<file path="src/rtl/cordic_cos_fx.sv">
`default_nettype none
// ---------------------------------------------------------------------------
// cordic_cos_fx : iterative CORDIC cos(angle), Q2.22 in/out, start/done handshake.
// Optional sin_fx output under CORDIC_SIN_OUT_EN.   Revision 1.0
// ---------------------------------------------------------------------------
module cordic_cos_fx #(
  parameter int ITER = 16
) (
  input  logic        clk,
  input  logic        reset,
  input  logic        clk_en,
  input  logic        start,
  input  logic [23:0] angle_fx,
  output logic        done,
  output logic        busy,
  output logic [23:0] cos_fx
`ifdef CORDIC_SIN_OUT_EN
  ,
  output logic [23:0] sin_fx
`endif
);

  typedef enum logic [1:0] {
    S_IDLE = 2'd0,
    S_RUN  = 2'd1,
    S_FIN  = 2'd2
  } state_t;

  localparam logic signed [25:0] K_INIT = 26'sh026DD3B;
  localparam logic [4:0]         LAST_I = 5'(ITER - 1);

  // round(atan(2^-i) * 2^22)
  localparam logic [25:0] ATAN_TAB [22] = '{
    26'h03243F7, 26'h01DAC67, 26'h00FADBA, 26'h007F56F,
    26'h003FEAB, 26'h001FFD5, 26'h000FFFB, 26'h0007FFF,
    26'h0004000, 26'h0002000, 26'h0001000, 26'h0000800,
    26'h0000400, 26'h0000200, 26'h0000100, 26'h0000080,
    26'h0000040, 26'h0000020, 26'h0000010, 26'h0000008,
    26'h0000004, 26'h0000002
  };

  state_t            state_q, state_d;
  logic signed [25:0] x_q, x_d;
  logic signed [25:0] y_q, y_d;
  logic signed [25:0] z_q, z_d;
  logic [4:0]        i_q, i_d;
  logic              done_q, done_d;
  logic              busy_q, busy_d;
  logic [23:0]       cos_q, cos_d;
`ifdef CORDIC_SIN_OUT_EN
  logic [23:0]       sin_q, sin_d;
`endif

  // Clamp to 24 bits when the two guard bits and the 24-bit sign disagree.
  function automatic logic [23:0] sat24(input logic signed [25:0] v);
    if (v[25:23] == 3'b000 || v[25:23] == 3'b111) begin
      sat24 = v[23:0];
    end else begin
      sat24 = v[25] ? 24'h800000 : 24'h7FFFFF;
    end
  endfunction

  logic signed [25:0] x_sh, y_sh;
  logic [25:0]        atan_i;

  assign x_sh   = x_q >>> i_q;
  assign y_sh   = y_q >>> i_q;
  assign atan_i = ATAN_TAB[i_q];

  always_comb begin
    state_d = state_q;
    x_d     = x_q;
    y_d     = y_q;
    z_d     = z_q;
    i_d     = i_q;
    done_d  = 1'b0;
    busy_d  = busy_q;
    cos_d   = cos_q;
`ifdef CORDIC_SIN_OUT_EN
    sin_d   = sin_q;
`endif
    case (state_q)
      S_IDLE: begin
        busy_d = 1'b0;
        if (start && clk_en) begin
          x_d     = K_INIT;
          y_d     = '0;
          z_d     = {{2{angle_fx[23]}}, angle_fx};
          i_d     = '0;
          busy_d  = 1'b1;
          state_d = S_RUN;
        end
      end
      S_RUN: begin
        if (clk_en) begin
          if (!z_q[25]) begin
            x_d = x_q - y_sh;
            y_d = y_q + x_sh;
            z_d = z_q - $signed(atan_i);
          end else begin
            x_d = x_q + y_sh;
            y_d = y_q - x_sh;
            z_d = z_q + $signed(atan_i);
          end
          i_d = i_q + 5'd1;
          if (i_q == LAST_I) begin
            state_d = S_FIN;
          end
        end
      end
      S_FIN: begin
        cos_d   = sat24(x_q);
`ifdef CORDIC_SIN_OUT_EN
        sin_d   = sat24(y_q);
`endif
        done_d  = 1'b1;
        state_d = S_IDLE;
      end
      default: begin
        state_d = S_IDLE;
        busy_d  = 1'b0;
      end
    endcase
  end

  always_ff @(posedge clk or negedge reset) begin
    if (!reset) begin
      state_q <= S_IDLE;
      x_q     <= '0;
      y_q     <= '0;
      z_q     <= '0;
      i_q     <= '0;
      done_q  <= 1'b0;
      busy_q  <= 1'b0;
      cos_q   <= '0;
`ifdef CORDIC_SIN_OUT_EN
      sin_q   <= '0;
`endif
    end else begin
      state_q <= state_d;
      x_q     <= x_d;
      y_q     <= y_d;
      z_q     <= z_d;
      i_q     <= i_d;
      done_q  <= done_d;
      busy_q  <= busy_d;
      cos_q   <= cos_d;
`ifdef CORDIC_SIN_OUT_EN
      sin_q   <= sin_d;
`endif
    end
  end

  assign done   = done_q;
  assign busy   = busy_q;
  assign cos_fx = cos_q;
`ifdef CORDIC_SIN_OUT_EN
  assign sin_fx = sin_q;
`endif

endmodule
`default_nettype wire

</file>
<file path="config.mk">
export PLATFORM = sky130hd
export DESIGN_NAME = cordic_cos_fx
export DESIGN_NICKNAME = d
export VERILOG_FILES = /design/src/rtl/cordic_cos_fx.sv
export SDC_FILE = /design/constraint.sdc
export NUM_CORES = 1
export LEC_CHECK = 0
export CAP_MARGIN = 0
export CORE_MARGIN = 3
export CORE_UTILIZATION = 36
export CTS_BUF_LIST = sky130_fd_sc_hd__clkbuf_4
export DETAILED_ROUTE_END_ITERATION = 8
export MAX_ROUTING_LAYER = met4
export PLACE_DENSITY = 0.6
export SLEW_MARGIN = 40
export SYNTH_ARGS = -nofsm -noshare
export SYNTH_HDL_FRONTEND = slang
export SYNTH_SLANG_ARGS = --single-unit
</file>
<file path="constraint.sdc">
create_clock -name clk -period 12.58 [get_ports clk]
set_input_delay 1.887 -clock clk [delete_from_list [all_inputs] [get_ports clk]]
set_output_delay 1.887 -clock clk [all_outputs]
set_load 0.005 [all_outputs]
</file>
======== Word-level counts from Yosys, hierarchy flattened ========
Memories as Yosys holds them, arrays and structs flattened.
Cells that the tools add are included.
storage, ports and cells
  memories kept ........................... 1
  register bits ........................... 111
  logic and storage cells ................. 61
  ROM bits ................................ 832
cells by class
  multiplexer cells ....................... 26
  bitwise operators ....................... 1
  reduce and logical (&&, ||, !) cells .... 8
  eq/ne operators ......................... 7
  shift operators ......................... 2
  $add $sub $neg .......................... 7
  magnitude comparators ................... 1
memories
  memory           words  bits a word  read ports  clocked after memory_dff  write ports  line  RTL
  (no name shown)  32     26           1           0                         0            68    assign atan_i = ATAN_TAB[i_q];
operator list
  cell                   number
  $mux W26               11
  $pmux W26 S2           3
  $add A26 B26 Y26       3
  $sub A26 B26 Y26       3
  $sshr A26 B5 Y26       2
  $mux W24               2
  $mux W5                2
  $pmux W5 S2            1
  $ge A6 B6 Y1 const B   1
  $mux W2                3
  $ne A2 B2 Y1 const B   3
  $not A5 Y6             1
  $reduce_and A3 Y1      2
  $add A5 B1 Y5 const B  1
  $eq A5 B4 Y1 const B   1
  $pmux W2 S2            1
  $eq A3 B3 Y1 const B   1
  $logic_not A3 Y1       1
  $eq A2 B1 Y1 const B   1
  $eq A2 B2 Y1 const B   1
  $logic_not A2 Y1       1
  $mux W1                2
  $pmux W1 S2            1
  $reduce_bool A2 Y1     1
  other kinds (3)        3

======== Depth between registers and ports, before layout ========
Gate-level depths: netlist of run 1.
  depth after elaboration ................. 8
  mapped depth ............................ 28
  depth with buffers taken out ............ 23

======== Worst setup path before layout of run 1 ========
OpenSTA, ideal clock, no wires.
  path type ............................... register to register
  start point ............................. register i_q[1]
  end point ............................... register x_q[25]
  stages on the path, launching flop included .. 26
  slack ................................... 6.861 ns
  arrival time ............................ 5.636 ns
  period minus slack after synthesis ...... 5.719 ns
  path through ............................ dfrtp_1 > buf_2 > buf_2 > mux4_2 > mux2_2 > o211ai_1 > and3_1 > ha_1 > nand2_1 > nor3_1 > nand3_1 > or2_1 > nor2_1 > nor2_1 > xor2_1 > ha_1 > a21oi_1 > nand2_1 > a311oi_1 > nor2_1 > o41ai_1 > o21ai_0 > a31o_2 > xnor2_1 > or3_1 > o21ai_0
on the way
  longest elaborated chain between the ends .. 5
ends and longest elaborated chain
  what                                                         line     RTL
  start: declaration                                           46       logic [4:0] i_q, i_d;
  start signal: assignment                                     144      i_q <= i_d;
  $sshr A26 B5 Y26 (*)                                         67       assign y_sh = y_q >>> i_q;
  $sub A26 B26 Y26 / $add A26 B26 Y26 (equally long branches)  97, 101
  $mux W26 (*)                                                 96       if (!z_q[25]) begin
  $mux W26 (*)                                                 95       if (clk_en) begin
  $pmux W26 S2 (*)                                             82       case (state_q)
  end signal: assignment                                       129      x_q <= '0;
  end signal: assignment                                       141      x_q <= x_d;
  end: declaration                                             43       logic signed [25:0] x_q, x_d;
Mark *: on every way between the ends. The rest lies on a longest branch, timed or not. The select of a mux whose other input is x is not followed.
A chain may end at the register's enable or synchronous reset.

======== Final worst setup path of run 1 ========
  start point ............................. register i_q[1]
  end point ............................... register y_q[25]
on the way
  longest elaborated chain between the ends .. 5
ends and longest elaborated chain
  what                                                         line     RTL
  $sshr A26 B5 Y26 (*)                                         66       assign x_sh = x_q >>> i_q;
  $add A26 B26 Y26 / $sub A26 B26 Y26 (equally long branches)  98, 102
  $mux W26 (*)                                                 96
  $mux W26 (*)                                                 95
  $pmux W26 S2 (*)                                             82
  end signal: assignment                                       142      y_q <= y_d;
  end: declaration                                             44       logic signed [25:0] y_q, y_d;
Marks and branches as above.

==> results of run 1 <==
-- cell usage in the layout (no fill, tap or decap), types with 19 or more instances in the layout --
cell type and count:
nand2_1 143, nor2_1 124, o21ai_0 118, a21oi_1 111, dfrtp_1 106, ha_1 94, xnor2_1 68, xor2_1 65
inv_1 58, clkdlybuf4s50_1 52, mux4_2 45, a21o_1 33, mux2_2 29, a22oi_1 27, mux2i_1 27, o22ai_1 27
a31oi_1 25, nor3_1 23, nand3_1 21, nand2b_1 20, o31ai_1 19
-- state kept, by name, indices dropped and copies added, names as in the netlist --
register / count
x_q: 26
y_q: 26
z_q: 26
cos_fx: 24
i_q: 5
state_q: 2
busy: 1
done: 1
-- layer usage --
metal	share of wire	routed length, um
met1	0.48	19480
met4	0.019	776
met2	0.46	18590
met5	0	0
met3	0.049	1986
-- Yosys cell counts, drive strengths merged (5+ instances only) --
library cell / number / share of area
a211o: 5 / 0.0034
a211oi: 15 / 0.0099
a21o: 33 / 0.019
a21oi: 111 / 0.043
a221o: 7 / 0.0054
a22o: 5 / 0.0034
a22oi: 27 / 0.016
a2bb2oi: 6 / 0.0041
a31oi: 25 / 0.012
a41oi: 8 / 0.0069
and2: 10 / 0.0050
and3: 11 / 0.0053
and4: 5 / 0.0034
buf: 37 / 0.019
clkbuf: 52 / 0.015
dfrtp: 111 / 0.22
ha: 94 / 0.091
inv: 59 / 0.017
mux2: 32 / 0.028
mux2i: 27 / 0.021
mux4: 50 / 0.089
nand2: 146 / 0.043
nand2b: 20 / 0.0097
nand3: 21 / 0.0082
nor2: 127 / 0.037
nor2b: 10 / 0.0049
nor3: 23 / 0.0089
nor4: 7 / 0.0046
o211ai: 14 / 0.0085
o21a: 17 / 0.0099
o21ai: 121 / 0.047
o21bai: 10 / 0.0058
o22a: 15 / 0.010
o22ai: 27 / 0.013
o31ai: 19 / 0.011
or2: 7 / 0.0034
or3: 6 / 0.0029
xnor2: 68 / 0.046
xor2: 65 / 0.044
-- per-stage QoR --
stage	std cells	setup WS [ns]	util	instance area (um^2)	hold slack (ns)
2_1_floorplan	1520	6.861	-	12890	0.4659
3_3_place_gp	1958	5.598	0.3929	13710	0.4882
3_5_place_dp	1958	5.506	0.3931	13710	0.4814
4_1_cts	1974	5.434	0.3975	13870	0.5264
5_1_grt	1975	5.296	0.3981	13890	0.5437
6_report	1975	5.881	0.3981	13890	0.5245
-- worst paths after layout --
kind | end | startpoint | depth (start not counted)
max reg2reg | y_q[25]$_DFFE_PN0P_ | i_q[1]$_DFFE_PN0P_ | 24
max in group asynchronous | z_q[25]$_DFFE_PN0P_ | reset | 2
min | busy$_DFFE_PN0N_ | busy$_DFFE_PN0N_ | 2
min reg2reg | busy$_DFFE_PN0N_ | busy$_DFFE_PN0N_ | 2
max | y_q[25]$_DFFE_PN0P_ | i_q[1]$_DFFE_PN0P_ | 24
min in group asynchronous | cos_fx[6]$_DFFE_PN0P_ | reset | 1
-- logic make-up (layout without fill, tap and decap cells) --
family / Yosys count / count (layout) / share of synthesized area
simple gates: 410 / 410 / 0.1473
xor+xnor: 133 / 133 / 0.09035
mux: 109 / 109 / 0.1377
buf+inv: 152 / 151 / 0.05279
other cells: 0 / 1 / 0
flops: 111 / 111 / 0.2155
fa+ha+maj: 97 / 97 / 0.09589
compound gates: 508 / 508 / 0.2605
-- worst max-delay path: cells and delay by family, from the launching register on --
family          cells  cell delay, ns
buf+inv             3            0.67
flops               1            0.64
fa+ha+maj           2            0.54
xor+xnor            1            0.20
compound gates     13            2.43
simple gates        3            1.19
mux                 2            0.93
-- area by class of cell --
cell class,count,area [um^2]
inverters,63,236.5
fillers,3542,21000
well taps,455,569.3
clock inverters,7,83.83
repair buffers,72,685.7
diodes,1,2.502
clock buffers,9,67.56
flip-flops and latches,111,2786
multi-input cells,1257,9454
==> out/metrics.csv, run 1 <==
metric,value,unit
status,completed,
grt_overflow,0,
synth-edff-count,0,
reg2reg_slack,5.88,ns
hp-class,flip-flop to flip-flop,
grt_pass1_vias,11360,
syn_nets,1645,
drt_iter0_markers,1093,
rsz0062_at_grt,false,
post_cts_resized,0,
design.core.area,34880,um^2
antenna_left,0,
viasPerCell,5.983,
cp-end-kind,flip-flop,
ctsHoldBuffers,0,
finalSetupViolCount,0,
drv_cap,0,
criticalPathCategory,flip-flop to flip-flop,
worstMarginPinSlew,0.8534,ns
numCtsBuffers,9,
met2_usage,0.3402,
cts_tree,built,
synth-seq-cells,111,
grt.met3_usage,0.01967,
cts-root-buf,clkbuf_4,
drc,0,
synthFlopType,dfrtp_1,
critPathMostFrequentCell,a21oi_1,
dieArea,38120,um^2
ys_warn_count,0,
synth.distinct_cells,91,
final.period_utilization,0.5325,
grt_max_degree,85,
fmax,149.3,MHz
finClkSkew,0.02771,ns
start_util,0.3696,
num_io_pins,54,
crit_slowest_cell,dfrtp_4,
crit_fanout,58,
drtPass1Iterations,5,
synth_cells,1520,
critPathArrivalTime,7.16,ns
path_cells,"buf_6, mux4_2, mux2_2, a21oi_1, o21ai_0, inv_1, ha_1, inv_1, nor4_1, and2_1, a21oi_1, xnor2_1, o21ai_0, ha_1, a21o_1, a21o_1, a21oi_1, a31oi_1, a21oi_1, o21ai_0, o41a_1, or4_4, a211oi_2, a311o_1",
hold_viol,0,
cpPeakStageDelay,0.64,ns
dieHeight,195.2,um
gp_congestion,0.9246,
nNetsFinal,1639,
grt_usage,0.2170,
maxSlewViolCount,0,
fin_crit,6.699,ns
routed_wl,40.83,mm
clock_sinks,111,
h-tree-depth,3,
slew_headroom,0.4298,
finalSetupTns,0,ns
synth_seq_area_share,0.2155,
grt_pass1_wl,64.88,mm
antenna_found_initial,1,
clk_pin_slew,0.20,ns
post_cts_buffers,0,
fp.dieW,195.2,um
clockBufferDepth,2,
cp-start-kind,flip-flop,
async_flop_share,1.000,
portBuffers,53,
drive_gt1_frac,0.09414,
synthToLayoutAreaGrowth,7.706,%
std_cell_rows,68,
top_usage_layer,met2,
wl_per_cell,20.67,um
critPathRequiredTime,13.04,ns
grt_use_met1,0.3061,
num_vias,11820,
avgSynthCellArea,8.482,um^2
place_hpwl,30.22,mm
insertion_delay,0.54,ns
syn_area,12890,um^2
Power of run 1 is left out: the tool's default activity adds up to more than one toggle a clock period on the data nets, which glitch-free logic cannot reach.
==> run 2, diff against run 1 <==
==> constraint.sdc (replaced) <==
create_clock -name clk -period 6.6 [get_ports clk]
set_input_delay 0.99 -clock clk [delete_from_list [all_inputs] [get_ports clk]]
set_output_delay 0.99 -clock clk [all_outputs]
set_load 0.005 [all_outputs]
==> out/metrics.csv, run 2 (synthesis results as in run 1) <==
metric,value,unit
met2_usage,0.3497,
routed_wl,42.15,mm
fillCellCount,3565,
gp_congestion,0.9995,
final.period_utilization,0.9346,
cp-start-kind,flip-flop,
hold_viol,0,
rr_startpoint,i_q[1]$_DFFE_PN0P_,
antenna_left,0,
drive_gt1_frac,0.1087,
finClkSkew,0.02170,ns
num_io_pins,54,
crit_slowest_cell,dfrtp_4,
synthToLayoutAreaGrowth,9.530,%
fp.dieW,195.2,um
viasPerCell,6.008,
grt_use_met1,0.3126,
place_hpwl,31.98,mm
worstMarginPinSlew,0.7458,ns
grt_pass1_wl,67.82,mm
fin_crit,6.169,ns
rr_endpoint,y_q[25]$_DFFE_PN0P_,
slew_headroom,0.4886,
critPathMostFrequentCell,a21oi_1,
cp-end-kind,flip-flop,
drc,0,
design.core.area,34880,um^2
crit_fanout,55,
insertion_delay,0.59,ns
rsz0062_at_grt,false,
std_cell_rows,68,
nNetsFinal,1665,
fmax,162.1,MHz
grt.met3_usage,0.03261,
dieArea,38120,um^2
grt_max_degree,58,
critical_path.endpoint,y_q[25]$_DFFE_PN0P_,
cts-root-buf,clkbuf_4,
finalSetupViolCount,0,
cpPeakStageDelay,0.63,ns
hp-class,input port to asynchronous set/reset pin,
finalSetupTns,0,ns
ff2ff_path_depth,20,
clk_pin_slew,0.19,ns
drtPass1Iterations,5,
top_usage_layer,met2,
grt_overflow,0,
status,completed,
critPathRequiredTime,7.11,ns
path_cells,"buf_12, mux2_2, a2bb2o_1, nor3_1, mux4_2, nor4_1, and2_1, a21oi_1, xnor2_1, o21ai_0, ha_1, a21o_1, a21o_1, a21oi_1, a31oi_1, a21oi_1, o21ai_0, o41a_1, or4_4, a311o_1",
clockBufferDepth,2,
num_vias,12030,
critical_path.startpoint,i_q[1]$_DFFE_PN0P_,
critPathArrivalTime,6.68,ns
drt_iter0_markers,1092,
reg_top3,"x_q x26, y_q x26, z_q x26",
portBuffers,53,
layout_commonest_cell,nand2_1,
wl_per_cell,21.04,um
h-tree-depth,3,
multiInputGateArea,9469,um^2
grt_usage,0.2273,
antenna_found_initial,2,
ctsHoldBuffers,0,
drv_cap,0,
numCtsBuffers,9,
register_area,2791,um^2
start_util,0.3696,
most-common-layout-cells,"143 x nand2_1, 124 x nor2_1, 118 x o21ai_0, 111 x a21oi_1, 106 x dfrtp_1",
reg2reg_slack,0.43,ns
clock_sinks,111,
cts_tree,built,
maxSlewViolCount,0,
grt_pass1_vias,11910,
criticalPathCategory,flip-flop to flip-flop,
dieHeight,195.2,um
## run 2: cell types whose count changed in the layout (fill, tap and decap cells not counted), moves of 2 or more
cell and delta:
a211oi_2 -2, a211oi_4 +2, buf_12 +2, buf_4 +25
dfrtp_2 -2, dfrtp_4 +2, diode_2 +2
## run 2: metrics by stage
step | instances | cell area [um^2] | setup WS (ns) | hold WS, ns | util
6_report | 2003 | 14120 | 0.4314 | 0.3373 | 0.4048
3_5_place_dp | 1983 | 13920 | 0.3658 | 0.4983 | 0.3992
5_1_grt | 2002 | 14120 | 0.01545 | 0.3301 | 0.4047
3_3_place_gp | 1983 | 13920 | 0.4464 | 0.4898 | 0.3990
2_1_floorplan | 1520 | 12890 | 0.8808 | 0.4659 | -
4_1_cts | 1999 | 14070 | 0.3374 | 0.4433 | 0.4033
## run 2: per-layer routing
metal | wire, um | up-vias
li1 | - | 5690
met5 | 0 | -
met1 | 19430 | 5846
met4 | 1130 | 0
met3 | 2634 | 59
met2 | 18950 | 439
## run 2: cell type report
type	count	area share
Antenna cell	3	0.0005316
Clock buffer	10	0.005316
Clock inverter	6	0.004962
Inverter	63	0.01675
Multi-Input combinational cell	1257	0.6706
Sequential cell	111	0.1977
Tap cell	455	0.04032
Timing Repair Buffer	98	0.06388
## run 2: worst min path at each step
| stage | to | slack (ns) | cells after the start |
|---|---|---|---|
| after floorplan | y_q[0]$_DFFE_PN0P_ | 0.47 | 2 |
| after detailed placement | busy$_DFFE_PN0N_ | 0.50 | 2 |
| after CTS | cos_fx[6]$_DFFE_PN0P_ | 0.44 | 1 |
| final | cos_fx[6]$_DFFE_PN0P_ | 0.34 | 1 |
| after global routing | cos_fx[5]$_DFFE_PN0P_ | 0.33 | 1 |
| after global placement | busy$_DFFE_PN0N_ | 0.49 | 2 |
## run 2: worst max-delay path: cells and delay by family, from the launching register on
| kind | cells | cell delay, ns |
|---|---|---|
| buffers and inverters | 1 | 0.30 |
| flip-flops | 1 | 0.63 |
| AND/OR/NAND/NOR | 4 | 1.31 |
| AO/OA/AOI/OAI | 11 | 2.35 |
| adder cells (fa/ha/maj) | 1 | 0.37 |
| multiplexers | 2 | 0.93 |
| XOR/XNOR | 1 | 0.17 |
## run 2: repair_timing
action / 4_1_cts / 5_1_grt
endpoints found under the setup margin: 0 / 3
buffers inserted: 0 / 1
hold endpoints to repair: 0 / 0
gates resized for setup: 0 / 5
Power of run 2 is left out for the same reason.
==> RTL edit (config.mk and constraints of run 2) <==
Reset style: synchronous (`reset`), changed in one clocked block.
--- a/src/rtl/cordic_cos_fx.sv
+++ b/src/rtl/cordic_cos_fx.sv
@@ -124,5 +124,5 @@
   end
 
-  always_ff @(posedge clk or negedge reset) begin
+  always_ff @(posedge clk) begin
     if (!reset) begin
       state_q <= S_IDLE;
Function: differs if reset is asserted again (counterexample within 4 cycles, from zero or initial values and one cycle with reset low); with reset held inactive, the same outputs for 10 cycles.
==> RTL edit against run 2 <==
Synthesized area rose by 0.47%; non-clock buffer count rose by 13; sequential share of layout area shrank 4.0 points; routed wire length increased by 4.3%; fmax fell by 0.27%; first-iteration DRC count grew 9.7%; final area rose by 0.68%; setup slack worse by 17 ps; sequential cell count is the same; worst hold slack improved by 150 ps.
Power is left out: it rests on default switching activity, and per cell area and clock period it moved more than threefold.
==> RTL edit: results (changes against run 2) <==
Finish
  • Layout cells sized above 1: 0.1106 (+0.001821)

Logic synthesis
  • Post-Synth XOR/XNOR Area: 0.08858 (-0.001771)
  • Distinct cells, synth: 87 (-4.4%)
  • Top_reg_cell synth: dfxtp_1
  • Post-synthesis compound-gate area fraction: 0.2898 (+0.02932)
  • Top post-synthesis cells by area: dfxtp_1, ha_1, mux4_2
  • Mux cell area share after synthesis: 0.1281 (-0.009622)
  • Post-Synth Adder-Cell Area: 0.09544 (-0.0004446)
  • Most common library cells after synthesis: a21oi_1, nand2_1, dfxtp_1
  • Sequential-to-total area share from yosys stat: 0.1716 (-0.04389)
  • FFs w/ async S/R, synth: 0 (-1.000)

Route
  • Wirelength, routed: 43.98 mm (+4.3%)
  • Routed vias: 12617 (+4.8%)
  • Initial DRT Pass Iterations: 7 (+2)

Worst setup path
  • Worst r2r dst: x_q[25]
  • Highest cell delay on the worst timing path: 530 ps (-100 ps)
  • Max stage delay cell, worst path: dfxtp_4
  • Arrival time worst endpoint: 6690 ps (about the same)
  • Crit path from: i_q[1]
  • Critical Path Fanout Max: 28 (-49%)

Place
  • Area post-placement: 13960 um^2 (+0.24%)
  • Pre-CTS WS: 290.8 ps (-74.99 ps)
  • Final Wtd Congestion: 0.9965 (-0.30%)
  • Dpl hpwl: 32.77 mm (+2.5%)

Status
  • Status: finished clean

Global routing
  • Number of global-route vias before repair: 12107 (+1.6%)
  • Global-route wire length before repair: 69.33 mm (+2.2%)
  • Initial antenna violation count: 1 (-1)
  • Total track usage: 0.2314 (+0.004154)

STA
  • Actual slew at the worst max-slew pin: 795.3 ps (+49.54 ps)
  • Final clock skew: 23.96 ps (+2.261 ps)

Min path
  • Worst Hold Class: reg2reg
-- RTL edit: cell count changes after synthesis, sizes merged, moves of 32 or more --
cell    before  now
dfrtp      111    0
dfxtp        0  111
nor2b       10   61
o21ai      121   84
nand2      146  112
a21oi      111  144
a21boi       4   36
-- RTL edit: final cells by class --
class                   count  area [um^2]
repair buffers            111         1044
fillers                  3566        20750
diodes                      1        2.502
well taps                 455        569.3
clock buffers              10        75.07
flip-flops and latches    111         2237
multi-input cells        1333        10070
inverters                  39        146.4
clock inverters             6        68.82
-- RTL edit: logic make-up after synthesis --
family | Yosys count
AND/OR/NAND/NOR | 441
buffers and inverters | 151
AO/OA/AOI/OAI | 551
XOR/XNOR | 131
adder cells (fa/ha/maj) | 97
flip-flops | 111
multiplexers | 113
-- RTL edit: metal layers --
metal | track usage | share of wire | up-vias
met4 | 0.07314 | 0.028 | 0
met1 | 0.3084 | 0.45 | 6119
met5 | - | 0 | -
met2 | 0.3653 | 0.46 | 458
met3 | 0.03160 | 0.061 | 75
li1 | - | - | 5965
-- RTL edit: through the flow --
stage	hold WS (ps)	std cells	util
finish	491.5	2066	0.4066
global route	513.1	2066	0.4066
detailed placement	474.3	2041	0.3992
global placement	469.3	2041	0.3992
CTS	496.5	2057	0.4033
floorplan	451.1	1595	-
-- RTL edit: worst min-delay path by stage --
stage	to	slack, ps	from	cells after the start
floorplan	y_q[0]	450	y_q[0]	2
global placement	cos_fx[2]	470	cos_fx[2]	2
detailed placement	cos_fx[2]	470	cos_fx[2]	2
CTS	cos_fx[2]	500	cos_fx[2]	2
global route	cos_fx[7]	510	cos_fx[7]	2
finish	cos_fx[7]	490	cos_fx[7]	2
-- RTL edit: repair_timing --
item / 4_1_cts / 5_1_grt
setup buffers: 0 / 8
resized for setup: 0 / 2
setup endpoints to repair: 0 / 8
